[config.mk]
export PLATFORM = sky130hd
export DESIGN_NAME = wb_spi_slave_regs_flat
export DESIGN_NICKNAME = d
export VERILOG_FILES = /design/src/rtl/wb_spi_slave_regs_if.sv /design/src/rtl/wb_spi_slave_regs.sv /design/src/flat_wrapper.sv
export SDC_FILE = /design/constraint.sdc
export NUM_CORES = 1
export LEC_CHECK = 0
export CORE_ASPECT_RATIO = 1.2
export CORE_MARGIN = 5
export CORE_UTILIZATION = 30
export CTS_CLUSTER_DIAMETER = 60
export DETAILED_ROUTE_END_ITERATION = 8
export SYNTH_ARGS = -nofsm -noshare
export SYNTH_HDL_FRONTEND = slang
export SYNTH_SLANG_ARGS = --single-unit
export TNS_END_PERCENT = 1
[constraint.sdc]
create_clock -name clk_96m -period 1.87 [get_ports clk_96m]
set_input_delay 0.374 -clock clk_96m [delete_from_list [all_inputs] [get_ports clk_96m]]
set_output_delay 0.374 -clock clk_96m [all_outputs]
set_load 0.02 [all_outputs]
[src/rtl/wb_spi_slave_regs_if.sv]
// Wishbone responder bundle for wb_spi_slave_regs.
//
// Handshake: an access is requested while wb_cyc & wb_stb are high. The
// responder performs it in the first such cycle that is not itself an ack
// cycle and raises wb_ack_o for exactly one cycle on the next clock, with
// wb_dat_o valid in that same cycle. The master drops wb_stb on seeing ack.
//
// Signals: wb_cyc, wb_stb, wb_we, wb_adr[7:0], wb_dat_i[7:0] (master -> slave)
//          wb_dat_o[7:0], wb_ack_o                           (slave -> master)
interface wb_spi_slave_regs_if;
   logic       wb_cyc;
   logic       wb_stb;
   logic       wb_we;
   logic [7:0] wb_adr;
   logic [7:0] wb_dat_i;
   logic [7:0] wb_dat_o;
   logic       wb_ack_o;

   modport master (
      output wb_cyc, wb_stb, wb_we, wb_adr, wb_dat_i,
      input  wb_dat_o, wb_ack_o
   );

   modport slave (
      input  wb_cyc, wb_stb, wb_we, wb_adr, wb_dat_i,
      output wb_dat_o, wb_ack_o
   );
endinterface

[src/rtl/wb_spi_slave_regs.sv]
// Soft SPI slave (mode 0, MSB first) with an EFB-compatible Wishbone
// register subset. The SPI pins are oversampled on clk_96m.
//
// Ports:
//   clk_96m   system clock
//   wb_rst    synchronous active-high reset
//   wb        Wishbone responder (wb_spi_slave_regs_if.slave)
//   spi_clk   external SPI clock (async)
//   spi_mosi  SPI data in (async)
//   spi_scsn  SPI chip select, active-low (async)
//   spi_miso  SPI data out, MISO_IDLE while deselected
//   spi_irq   registered |(IRQ & IRQEN)
module wb_spi_slave_regs #(
   parameter int         SYNC_STAGES = 2,
   parameter logic [7:0] TX_DUMMY    = 8'hFF,
   parameter logic       MISO_IDLE   = 1'b1
) (
   input  logic                       clk_96m,
   input  logic                       wb_rst,
   wb_spi_slave_regs_if.slave         wb,
   input  logic                       spi_clk,
   output logic                       spi_miso,
   input  logic                       spi_mosi,
   input  logic                       spi_scsn,
   output logic                       spi_irq
);

   localparam logic [7:0] ADR_CR2   = 8'h56;
   localparam logic [7:0] ADR_TXDR  = 8'h59;
   localparam logic [7:0] ADR_SR    = 8'h5A;
   localparam logic [7:0] ADR_RXDR  = 8'h5B;
   localparam logic [7:0] ADR_IRQ   = 8'h5C;
   localparam logic [7:0] ADR_IRQEN = 8'h5D;

   logic [SYNC_STAGES-1:0] r_sclk_sync, r_mosi_sync, r_csn_sync;
   logic       r_sclk_d, r_csn_d;
   logic       r_ack;
   logic [7:0] r_dat_o;
   logic [7:0] r_cr2, r_txdr, r_rxdr;
   logic       r_trdy, r_rrdy, r_roe;
   logic [3:1] r_irq_flags;   // {RRDY, TRDY, ROE}
   logic [3:1] r_irqen;
   logic [6:0] r_rx_sr;       // bits received so far in this byte
   logic [6:0] r_tx_sr;       // bits still to be driven after the current one
   logic [2:0] r_bit_cnt;
   logic       r_miso, r_irq;

   logic       w_sclk, w_mosi, w_csn, w_sel;
   logic       w_csn_fall, w_rx_edge, w_tx_edge;
   logic       w_byte_done, w_tx_load, w_roe_set;
   logic [7:0] w_rx_byte, w_tx_next, w_rdata;
   logic       w_access, w_wr, w_rd;
   logic       w_rd_sr, w_rd_rxdr;
   logic [3:1] w_irq_clr, w_irq_set;

   assign w_sclk = r_sclk_sync[SYNC_STAGES-1];
   assign w_mosi = r_mosi_sync[SYNC_STAGES-1];
   assign w_csn  = r_csn_sync[SYNC_STAGES-1];
   assign w_sel  = ~w_csn;

   // A select edge takes priority over any clock edge in the same cycle.
   assign w_csn_fall = ~w_csn & r_csn_d;
   assign w_rx_edge  = w_sel & ~w_csn_fall &  w_sclk & ~r_sclk_d;
   assign w_tx_edge  = w_sel & ~w_csn_fall & ~w_sclk &  r_sclk_d;

   assign w_rx_byte   = {r_rx_sr, w_mosi};
   assign w_byte_done = w_rx_edge & (r_bit_cnt == 3'd7);
   assign w_tx_load   = w_csn_fall | w_byte_done;
   // TRDY=0 means a written byte is waiting in TXDR.
   assign w_tx_next   = r_trdy ? TX_DUMMY : r_txdr;

   // The ack cycle never starts a new access.
   assign w_access  = wb.wb_cyc & wb.wb_stb & ~r_ack;
   assign w_wr      = w_access &  wb.wb_we;
   assign w_rd      = w_access & ~wb.wb_we;
   assign w_rd_sr   = w_rd & (wb.wb_adr == ADR_SR);
   assign w_rd_rxdr = w_rd & (wb.wb_adr == ADR_RXDR);

   // A byte landing while RXDR is being read is not an overrun.
   assign w_roe_set = w_byte_done & r_rrdy & ~w_rd_rxdr;
   assign w_irq_set = {w_byte_done, w_tx_load, w_roe_set};
   assign w_irq_clr = (w_wr && wb.wb_adr == ADR_IRQ) ? wb.wb_dat_i[3:1] : 3'b000;

   always_comb begin
      w_rdata = 8'h00;
      case (wb.wb_adr)
         ADR_CR2:   w_rdata = r_cr2;
         ADR_SR:    w_rdata = {3'b000, r_trdy, r_rrdy, 1'b0, r_roe, w_sel};
         ADR_RXDR:  w_rdata = r_rxdr;
         ADR_IRQ:   w_rdata = {4'h0, r_irq_flags, 1'b0};
         ADR_IRQEN: w_rdata = {4'h0, r_irqen, 1'b0};
         default:   w_rdata = 8'h00;
      endcase
   end

   always_ff @(posedge clk_96m) begin
      if (wb_rst) begin
         r_sclk_sync <= '0;
         r_mosi_sync <= '0;
         r_csn_sync  <= '1;
         r_sclk_d    <= 1'b0;
         r_csn_d     <= 1'b1;
         r_ack       <= 1'b0;
         r_dat_o     <= 8'h00;
         r_cr2       <= 8'h00;
         r_txdr      <= 8'h00;
         r_rxdr      <= 8'h00;
         r_trdy      <= 1'b1;
         r_rrdy      <= 1'b0;
         r_roe       <= 1'b0;
         r_irq_flags <= 3'b000;
         r_irqen     <= 3'b000;
         r_rx_sr     <= 7'h00;
         r_tx_sr     <= 7'h00;
         r_bit_cnt   <= 3'd0;
         r_miso      <= MISO_IDLE;
         r_irq       <= 1'b0;
      end else begin
         r_sclk_sync <= {r_sclk_sync[SYNC_STAGES-2:0], spi_clk};
         r_mosi_sync <= {r_mosi_sync[SYNC_STAGES-2:0], spi_mosi};
         r_csn_sync  <= {r_csn_sync[SYNC_STAGES-2:0], spi_scsn};
         r_sclk_d    <= w_sclk;
         r_csn_d     <= w_csn;

         r_ack   <= w_access;
         r_dat_o <= w_rd ? w_rdata : 8'h00;

         if (w_wr && wb.wb_adr == ADR_CR2)   r_cr2   <= wb.wb_dat_i;
         if (w_wr && wb.wb_adr == ADR_IRQEN) r_irqen <= wb.wb_dat_i[3:1];

         // A write coinciding with a load is held for the following byte.
         if (w_tx_load) r_trdy <= 1'b1;
         if (w_wr && wb.wb_adr == ADR_TXDR) begin
            r_txdr <= wb.wb_dat_i;
            r_trdy <= 1'b0;
         end

         if (w_csn || w_csn_fall)  r_bit_cnt <= 3'd0;
         else if (w_rx_edge)       r_bit_cnt <= r_bit_cnt + 3'd1;
         if (w_rx_edge)   r_rx_sr <= w_rx_byte[6:0];
         if (w_byte_done) r_rxdr  <= w_rx_byte;

         // Set beats clear for all status flags.
         if (w_rd_rxdr)   r_rrdy <= 1'b0;
         if (w_byte_done) r_rrdy <= 1'b1;
         if (w_rd_sr)     r_roe  <= 1'b0;
         if (w_roe_set)   r_roe  <= 1'b1;
         r_irq_flags <= (r_irq_flags & ~w_irq_clr) | w_irq_set;

         // Bit 7 goes out straight away on a load; the falling edge that
         // follows a byte boundary (counter 0) must not shift it away.
         if (w_csn) begin
            r_miso <= MISO_IDLE;
         end else if (w_tx_load) begin
            r_tx_sr <= w_tx_next[6:0];
            r_miso  <= w_tx_next[7];
         end else if (w_tx_edge && r_bit_cnt != 3'd0) begin
            r_tx_sr <= {r_tx_sr[5:0], 1'b0};
            r_miso  <= r_tx_sr[6];
         end

         r_irq <= |(r_irq_flags & r_irqen);
      end
   end

   assign wb.wb_ack_o = r_ack;
   assign wb.wb_dat_o = r_dat_o;
   assign spi_miso    = r_miso;
   assign spi_irq     = r_irq;

endmodule

[src/flat_wrapper.sv]
// flat-port wrapper written by rule: the top's interface ports become plain ports
module wb_spi_slave_regs_flat 
#(
   parameter int         SYNC_STAGES = 2,
   parameter logic [7:0] TX_DUMMY    = 8'hFF,
   parameter logic       MISO_IDLE   = 1'b1
)
  (clk_96m, wb_rst, spi_clk, spi_miso, spi_mosi, spi_scsn, spi_irq, wb_wb_cyc, wb_wb_stb, wb_wb_we, wb_wb_adr, wb_wb_dat_i, wb_wb_dat_o, wb_wb_ack_o);
  wb_spi_slave_regs_if wb_i ();
  input  logic clk_96m;
  input  logic wb_rst;
  input  logic spi_clk;
  output logic spi_miso;
  input  logic spi_mosi;
  input  logic spi_scsn;
  output logic spi_irq;
  input wire logic [$bits(wb_i.wb_cyc)-1:0] wb_wb_cyc;
  input wire logic [$bits(wb_i.wb_stb)-1:0] wb_wb_stb;
  input wire logic [$bits(wb_i.wb_we)-1:0] wb_wb_we;
  input wire logic [$bits(wb_i.wb_adr)-1:0] wb_wb_adr;
  input wire logic [$bits(wb_i.wb_dat_i)-1:0] wb_wb_dat_i;
  output wire logic [$bits(wb_i.wb_dat_o)-1:0] wb_wb_dat_o;
  output wire logic [$bits(wb_i.wb_ack_o)-1:0] wb_wb_ack_o;
  assign wb_i.wb_cyc = wb_wb_cyc;
  assign wb_i.wb_stb = wb_wb_stb;
  assign wb_i.wb_we = wb_wb_we;
  assign wb_i.wb_adr = wb_wb_adr;
  assign wb_i.wb_dat_i = wb_wb_dat_i;
  assign wb_wb_dat_o = wb_i.wb_dat_o;
  assign wb_wb_ack_o = wb_i.wb_ack_o;
  wb_spi_slave_regs #(.SYNC_STAGES(SYNC_STAGES), .TX_DUMMY(TX_DUMMY), .MISO_IDLE(MISO_IDLE)) u_core (.clk_96m(clk_96m), .wb_rst(wb_rst), .wb(wb_i), .spi_clk(spi_clk), .spi_miso(spi_miso), .spi_mosi(spi_mosi), .spi_scsn(spi_scsn), .spi_irq(spi_irq));
endmodule
# Yosys cells after proc, flatten, opt, wreduce, memory -nomap -nowiden
# Index checks and enable logic that the tools add are counted.
# W data, S select, Z words.
totals:
  register_bits: 69
  elab_cells: 85
  input_bits: 24
  out_inout_bits: 11
classes:
  muxes: 13
  n_bitwise: 28
  eq_ne: 7
  addsub: 1
  reduce_logical: 16
ops:
  columns: ["cell", "n"]
  rows:
  - ["$eq A8 B7 Y1 const B", 6]
  - ["$pmux W8 S5", 1]
  - ["$and A1 B1 Y1", 15]
  - ["$mux W7", 2]
  - ["$mux W1", 8]
  - ["$mux W8", 1]
  - ["$not A1 Y1", 8]
  - ["$reduce_bool A2 Y1", 4]
  - ["$and A3 B3 Y3", 2]
  - ["$reduce_or A2 Y1", 3]
  - ["$logic_and A1 B1 Y1", 5]
  - ["$add A3 B1 Y3 const B", 1]
  - ["$eq A3 B3 Y1 const B", 1]
  - ["$mux W3", 1]
  - ["$not A3 Y3", 1]
  - ["$or A3 B3 Y3", 1]
  - ["$reduce_bool A3 Y1", 1]
  - ["$reduce_or A3 Y1", 1]
  - ["$reduce_and A2 Y1", 1]
  - ["$logic_or A1 B1 Y1", 1]
  - ["$or A1 B1 Y1", 1]

# Depth between registers and ports, before layout
# Gate-level depths: netlist (run 1).
logic_depth:
  depth_word: 10
  ltp_mapped: 7
  ltp_nobuf: 6

# Worst setup path before layout (run 1)
# No wires, ideal clock.
synth_path:
  path_kind: "register -> register"
  startpoint: "register u_core.r_bit_cnt[0]"
  endpoint: "register u_core.r_tx_sr[1]"
  period_less_slack_ps: 1790
  required_ps: 1784
  n_path_buf: 1
  arrival_ps: 1705
  path_stages_with_launch: 8
  setup_ps: 86
  setup_slack_ps: 80
  path_cell_list: "dfxtp_1 -> ha_1 -> ha_1 -> and3b_1 -> o21bai_1 -> buf_2 -> nor3_1 -> a211oi_1"
synth_between:
  elab_chain_len: 5
  elab_cells_between_ends: 8
  cone_classes: "eq/ne: 1; mux: 1; bitwise: 2; reduce/logical: 4"
synth_rtl:
  columns: ["element", "line", "text"]
  rows:
  - ["start, declared", "wb_spi_slave_regs.sv:45", "logic [2:0] r_bit_cnt;"]
  - ["start signal, assigned", "wb_spi_slave_regs.sv:139", "else if (w_rx_edge) r_bit_cnt <= r_bit_cnt + 3'd1;"]
  - ["$eq A3 B3 Y1", "wb_spi_slave_regs.sv:67", "assign w_byte_done = w_rx_edge & (r_bit_cnt == 3'd7);"]
  - ["$and A1 B1 Y1", "wb_spi_slave_regs.sv:67", null]
  - ["$or A1 B1 Y1", "wb_spi_slave_regs.sv:68", "assign w_tx_load = w_csn_fall | w_byte_done;"]
  - ["$reduce_bool A2 Y1 (no source line)", null, null]
  - ["$reduce_and A2 Y1 (no source line)", null, null]
  - ["end signal, assigned", "wb_spi_slave_regs.sv:155", "r_tx_sr <= w_tx_next[6:0];"]
  - ["end signal, assigned", "wb_spi_slave_regs.sv:158", "r_tx_sr <= {r_tx_sr[5:0], 1'b0};"]
  - ["end, declared", "wb_spi_slave_regs.sv:44", "logic [6:0] r_tx_sr;"]
# Parallel ways exist; a longest one is shown, timed or not.
# A chain may end at the register's enable or synchronous reset.

# Final worst setup path (run 1)
layout_path:
  startpoint: "input port wb_wb_adr[7]"
  endpoint: "register u_core.r_irq_flags[2] (netlist name)"
layout_between:
  elab_chain_len: 6
layout_rtl:
  columns: ["element", "line", "text"]
  rows:
  - ["start, declared", "flat_wrapper.sv:20", "input wire logic [$bits(wb_i.wb_adr)-1:0] wb_wb_adr;"]
  - ["$eq A8 B7 Y1", "wb_spi_slave_regs.sv:82", "assign w_irq_clr = (w_wr && wb.wb_adr == ADR_IRQ) ? wb.wb_dat_i[3:1] : 3'b000;"]
  - ["$logic_and A1 B1 Y1", "wb_spi_slave_regs.sv:82", null]
  - ["$mux W3", "wb_spi_slave_regs.sv:82", null]
  - ["$not A3 Y3", "wb_spi_slave_regs.sv:148", "r_irq_flags <= (r_irq_flags & ~w_irq_clr) | w_irq_set;"]
  - ["$and A3 B3 Y3", "wb_spi_slave_regs.sv:148", null]
  - ["$or A3 B3 Y3", "wb_spi_slave_regs.sv:148", null]
  - ["end signal, assigned", "wb_spi_slave_regs.sv:148", null]
  - ["end, declared", "wb_spi_slave_regs.sv:41", "logic [3:1] r_irq_flags;"]
# Every way passes these cells.

==> results_dict.tcl, run 1 <==
set metrics [dict create \
    status "completed" \
    min-delay-start "u_core.r_csn_sync[0]" \
    grt_pass1_vias 2174 \
    synthTopCellsByArea "dfxtp_1, mux2i_1, nor2_1" \
    core_um2 9081 \
    power_density_nw_per_um2 838.6 \
    post-route-period-util_pct 93.41 \
    cts_tree "built" \
    relSlewSlack_pct 72.38 \
    rsz0062_at_grt "no" \
    vdd_drop_max_mv 0.3820 \
    min_path_cells 1 \
    grt.busiest_layer "met2" \
    start_kind "input pin" \
    drc_errors 0 \
    fp.dieArea_um2 11360 \
    syn_nets 326 \
    grt_pass1_wl_um 10300 \
    finalSetupTns_ps 0 \
    timing.rr.end "u_core.r_tx_sr[0]" \
    drtPass1Iterations 4 \
    synth_top_area_share_pct 49.37 \
    fin_ws_ps 123.2 \
    multi_input_area_um2 1320 \
    rr_worst_depth 7 \
    rows 38 \
    crit_path_max_fanout 7 \
    antenna_cells 0 \
    synth_cell_types 45 \
    grtUsageMet3_pct 2.950 \
    gr-usage-met2_pct 18.17 \
    tightest_slew_ps 413.4 \
    grt_max_degree 21 \
    yosysSeqAreaShare_pct 49.37 \
    clk_pin_slew_ps 80 \
    first_iter_violations 119 \
    die_h_um 115.8 \
    syn_area_um2 2798 \
    end_kind "flip-flop" \
    cp.arrival_ps 1970 \
    synth_largest_area_cell "dfxtp_1" \
    cts_hold_buf 0 \
    hold_path_class "flip-flop to flip-flop" \
    routedWlPerCell_um 12.76 \
    finalWorstPathRequiredPeriod_ps 1747 \
    grt-ovfl-total 0 \
    io_buffers 34 \
    nets 381 \
    dp_hpwl_um 4471 \
    synth_cells 299 \
    fillCellCount 893 \
    antenna_found_initial 0 \
    timing.fmax_mhz 572.5 \
    min_to "u_core.r_csn_sync[1]" \
    finalHoldViolations 0 \
    htreeDepth 3 \
    leakage_nw 1.391 \
    vias 2208 \
    fin_total_pwr_mw 3.061 \
    yosys_warnings 0 \
    layout_common_cells "dfxtp_1, nor2_1, nand2_1" \
    cts_buffers 9 \
    required_ps 2090 \
    die_w_um 98.16 \
    viasPerCell 4.610 \
    gr-usage-met1_pct 14.49 \
    cts_root_buf "clkbuf_8" \
    gp_congestion 0.8054 \
    synthToLayoutAreaGrowth_pct 30.46 \
    crit_type "input pin to flip-flop" \
    clock_skew_ps 11.08 \
    routed_wl_um 6111 \
    rr_startpoint "u_core.r_bit_cnt[0]" \
    setup-violations-final 0 \
    drv_cap 0 \
    cts_max_path_buffers 2 \
    initial_core_util_pct 30.81 \
    final_common_cell "dfxtp_1" \
    drive_above_1_share_pct 14.76 \
    reg2reg_slack_ps 190 \
    grt_use_total_pct 11.36 \
    register_area_um2 1381 \
    clock_latency_ps 350 \
    post-place-ws_ps -225.8 \
    postRouteAntennaNets 0 \
    num_io_pins 35 \
    synth-seq-cells 69 \
    report.final.slew_viol_count 0 \
    postSynthAreaPerCell_um2 9.357 \
    cts_sinks 69 \
]
[synth_stat cells, drive strengths merged]
cell / count
and2: 1
and3b: 2
a22oi: 7
mux2: 3
o21bai: 2
nor4b: 1
nor2: 39
mux2i: 29
a21o: 1
o2bb2ai: 2
or4b: 1
a21oi: 21
inv: 8
a211o: 1
o32a: 1
a211oi: 6
nor3: 9
a22o: 1
nand3b: 3
or4: 2
clkbuf: 8
a222oi: 1
o21a: 1
nand2b: 2
and2b: 1
dfxtp: 69
nand4b: 3
o211ai: 1
o21ai: 5
nor2b: 9
xnor2: 1
or2: 3
or3: 2
ha: 3
nand3: 1
nand2: 36
nor3b: 2
buf: 7
nand4bb: 2
nor4: 2
[critical path: stages]
cell and delay (ps):
clkdlybuf4s50_1 390, nand4bb_1 220, buf_4 190, or4_1 560, o21ai_1 160, a21oi_1 80
[cells by family (layout without fill, tap and decap cells)]
| logic type | count (synthesis) | after routing | synth area share, % |
|---|---|---|---|
| xor+xnor | 1 | 1 | 0.3131 |
| compound gates | 50 | 50 | 11.45 |
| mux | 32 | 32 | 11.58 |
| flops | 69 | 69 | 49.37 |
| simple gates | 121 | 121 | 22.14 |
| buf+inv | 23 | 83 | 3.801 |
| fa+ha+maj | 3 | 3 | 1.342 |
[layout make-up]
cell class / instances / share of cell area, %
flip-flops and latches: 69 / 37.85
well taps: 120 / 4.114
clock buffers: 10 / 3.771
inverters: 8 / 0.8228
clock inverters: 6 / 2.605
multi-input cells: 207 / 36.17
repair buffers: 59 / 14.67
[power by group]
group          internal (mW)  switching, mW  leakage [nW]
logic                 0.0977         0.0798         0.716
clock network          0.798          0.589         0.117
registers               1.48         0.0110         0.558
[per-layer routing]
layer	wire length [um]	vias to the layer above	part of all wire, %
li1	-	1147	-
met1	2934	1013	48
met2	2842	42	47
met3	251	6	4.1
met4	83	0	1.4
met5	0	-	0
[through the flow]
step	instance area (um^2)	hold slack, ps	utilization (%)	instances
detailed placement	3413	396.7	37.59	463
global placement	3413	392.4	37.59	463
finish	3650	415.3	40.19	479
global route	3650	432.0	40.19	479
CTS	3646	418.3	40.15	479
floorplan	2798	389.5	-	299
[state kept, by name (all words and copies together) (netlist names), 2 cells and up]
register and cells:
u_core.r_irqen 3, u_core.r_txdr 8, u_core.r_csn_sync 2, u_core.r_bit_cnt 3, u_core.r_rxdr 8, u_core.r_mosi_sync 2
u_core.r_cr2 8, u_core.r_sclk_sync 2, u_core.wb.wb_dat_o 8, u_core.r_tx_sr 7, u_core.r_rx_sr 7, u_core.r_irq_flags 3
[how the worst max path moves through the flow]
stage / startpoint / to / slack [ps] / depth (start not counted)
after floorplan: u_core.r_bit_cnt[0] / u_core.r_tx_sr[1] / 80 / 7
after global placement: wb_wb_adr[0] / u_core.r_irq_flags[1] / -210 / 6
after detailed placement: wb_wb_adr[3] / u_core.r_cr2[4] / -230 / 6
after CTS: wb_wb_adr[7] / u_core.r_irq_flags[2] / 130 / 6
after global routing: wb_wb_adr[2] / u_core.r_irqen[2] / 10 / 8
final: wb_wb_adr[7] / u_core.r_irq_flags[2] / 120 / 6
[what timing repair did]
action,4_1_cts,5_1_grt
setup buffers,0,0
setup endpoints to repair,0,1
gates resized for setup,0,1
Note: power is estimated with default switching activity, not from simulation.
==> run 2: changes to the inputs <==
--- a/config.mk
+++ b/config.mk
@@ -10,6 +10,7 @@
 export CORE_UTILIZATION = 30
 export CTS_CLUSTER_DIAMETER = 60
 export DETAILED_ROUTE_END_ITERATION = 8
+export MAX_ROUTING_LAYER = met4
 export SYNTH_ARGS = -nofsm -noshare
 export SYNTH_HDL_FRONTEND = slang
 export SYNTH_SLANG_ARGS = --single-unit
==> results_dict.tcl, run 2 (same netlist as run 1, synthesis figures left out) <==
set metrics [dict create \
    status "completed" \
    io_buffers 34 \
    fin_util_pct 40.19 \
    hold_path_class "flip-flop to flip-flop" \
    drv_cap 0 \
    initial_core_util_pct 30.81 \
    routed_wl_um 6132 \
    path_buf_inv 2 \
    tightest_slew_ps 413.4 \
    core_um2 9081 \
    power_density_nw_per_um2 839.2 \
    grt_pass1_wl_um 10290 \
    die_h_um 115.8 \
    fin_ws_ps 128.1 \
    dp_hpwl_um 4471 \
    grt-ovfl-total 0 \
    synthToLayoutAreaGrowth_pct 30.46 \
    cp_cell_sequence "clkdlybuf4s50_1 -> nand4bb_1 -> buf_4 -> or4_1 -> o21ai_1 -> a21oi_1" \
    setup-violations-final 0 \
    finalSetupTns_ps 0 \
    rsz0062_at_grt "no" \
    max_stage_delay_ps 560 \
    antenna_found_initial 0 \
    routedWlPerCell_um 12.80 \
    cts_sinks 69 \
    final_common_cell "dfxtp_1" \
    post-route-period-util_pct 93.15 \
    post-place-ws_ps -225.8 \
    crit_path_max_fanout 7 \
    timing.fmax_mhz 574.1 \
    cts_tree "built" \
    end_kind "flip-flop" \
    finalWorstPathRequiredPeriod_ps 1742 \
    cts_buffers 9 \
    critical-path-top-delay-family "simple AND/OR/NAND/NOR gates" \
    clk_pin_slew_ps 80 \
    grt_use_total_pct 11.71 \
    clock_latency_ps 350 \
    layout_common_cells "dfxtp_1, nor2_1, nand2_1" \
    gp_congestion 0.8171 \
    cts_setup_buffers 0 \
    grt_max_degree 21 \
    htreeDepth 3 \
    postRouteAntennaNets 0 \
    nets 381 \
    drtPass1Iterations 4 \
    first_iter_violations 126 \
    cts_hold_buf 0 \
    crit_type "input pin to flip-flop" \
    cts_resized 0 \
    drive_above_1_share_pct 14.76 \
    cts_max_path_buffers 2 \
    whs_ps 415.3 \
    grt_pass1_vias 2179 \
    num_io_pins 35 \
    relSlewSlack_pct 72.38 \
    rows 38 \
    vias 2206 \
    fin_total_pwr_mw 3.063 \
    vdd_drop_max_mv 0.3820 \
    die_w_um 98.16 \
    viasPerCell 4.605 \
    leakage_nw 1.391 \
    fp.dieArea_um2 11360 \
    drc_errors 0 \
    critPathSlowestCell "or4_1" \
    start_kind "input pin" \
    clock_skew_ps 11.43 \
    cts_root_buf "clkbuf_8" \
    antenna_cells 0 \
    cp.arrival_ps 1970 \
    report.final.slew_viol_count 0 \
    finalHoldViolations 0 \
    required_ps 2090 \
]
## run 2: cell type report
cell class | instances | area (um^2)
repair buffers | 59 | 535.5
clock inverters | 6 | 95.09
inverters | 8 | 30.03
fillers | 893 | 5431
flip-flops and latches | 69 | 1381
clock buffers | 10 | 137.6
well taps | 120 | 150.1
multi-input cells | 207 | 1320
## run 2: where the power goes
group | switching (mW) | total (mW) | leakage (nW) | internal, mW
clock network | 0.591 | 1.39 | 0.117 | 0.798
registers | 0.0110 | 1.50 | 0.558 | 1.48
logic | 0.0798 | 0.178 | 0.716 | 0.0977
total | 0.682 | 3.06 | 1.39 | 2.38
## run 2: worst paths after layout
check,startpoint,endpoint,slack [ps],depth (start not counted)
min reg2reg,u_core.r_csn_sync[0],u_core.r_csn_sync[1],420,1
max reg2reg,u_core.r_bit_cnt[0],u_core.r_tx_sr[0],190,7
max,wb_wb_adr[7],u_core.r_irq_flags[2],130,6
min,u_core.r_csn_sync[0],u_core.r_csn_sync[1],420,1
## run 2: stage by stage
| stage | cells | instance area (um^2) |
|---|---|---|
| 6_report | 479 | 3650 |
| 3_3_place_gp | 463 | 3413 |
| 4_1_cts | 479 | 3646 |
| 5_1_grt | 479 | 3650 |
| 3_5_place_dp | 463 | 3413 |
| 2_1_floorplan | 299 | 2798 |
## run 2: layer usage
metal	part of all wire (%)	global-route usage [%]	vias to the layer above
met3	3.3	2.529	10
li1	-	-	1146
met4	1.5	5.191	0
met1	49	14.72	1010
met2	46	18.21	40
met5	0	-	-
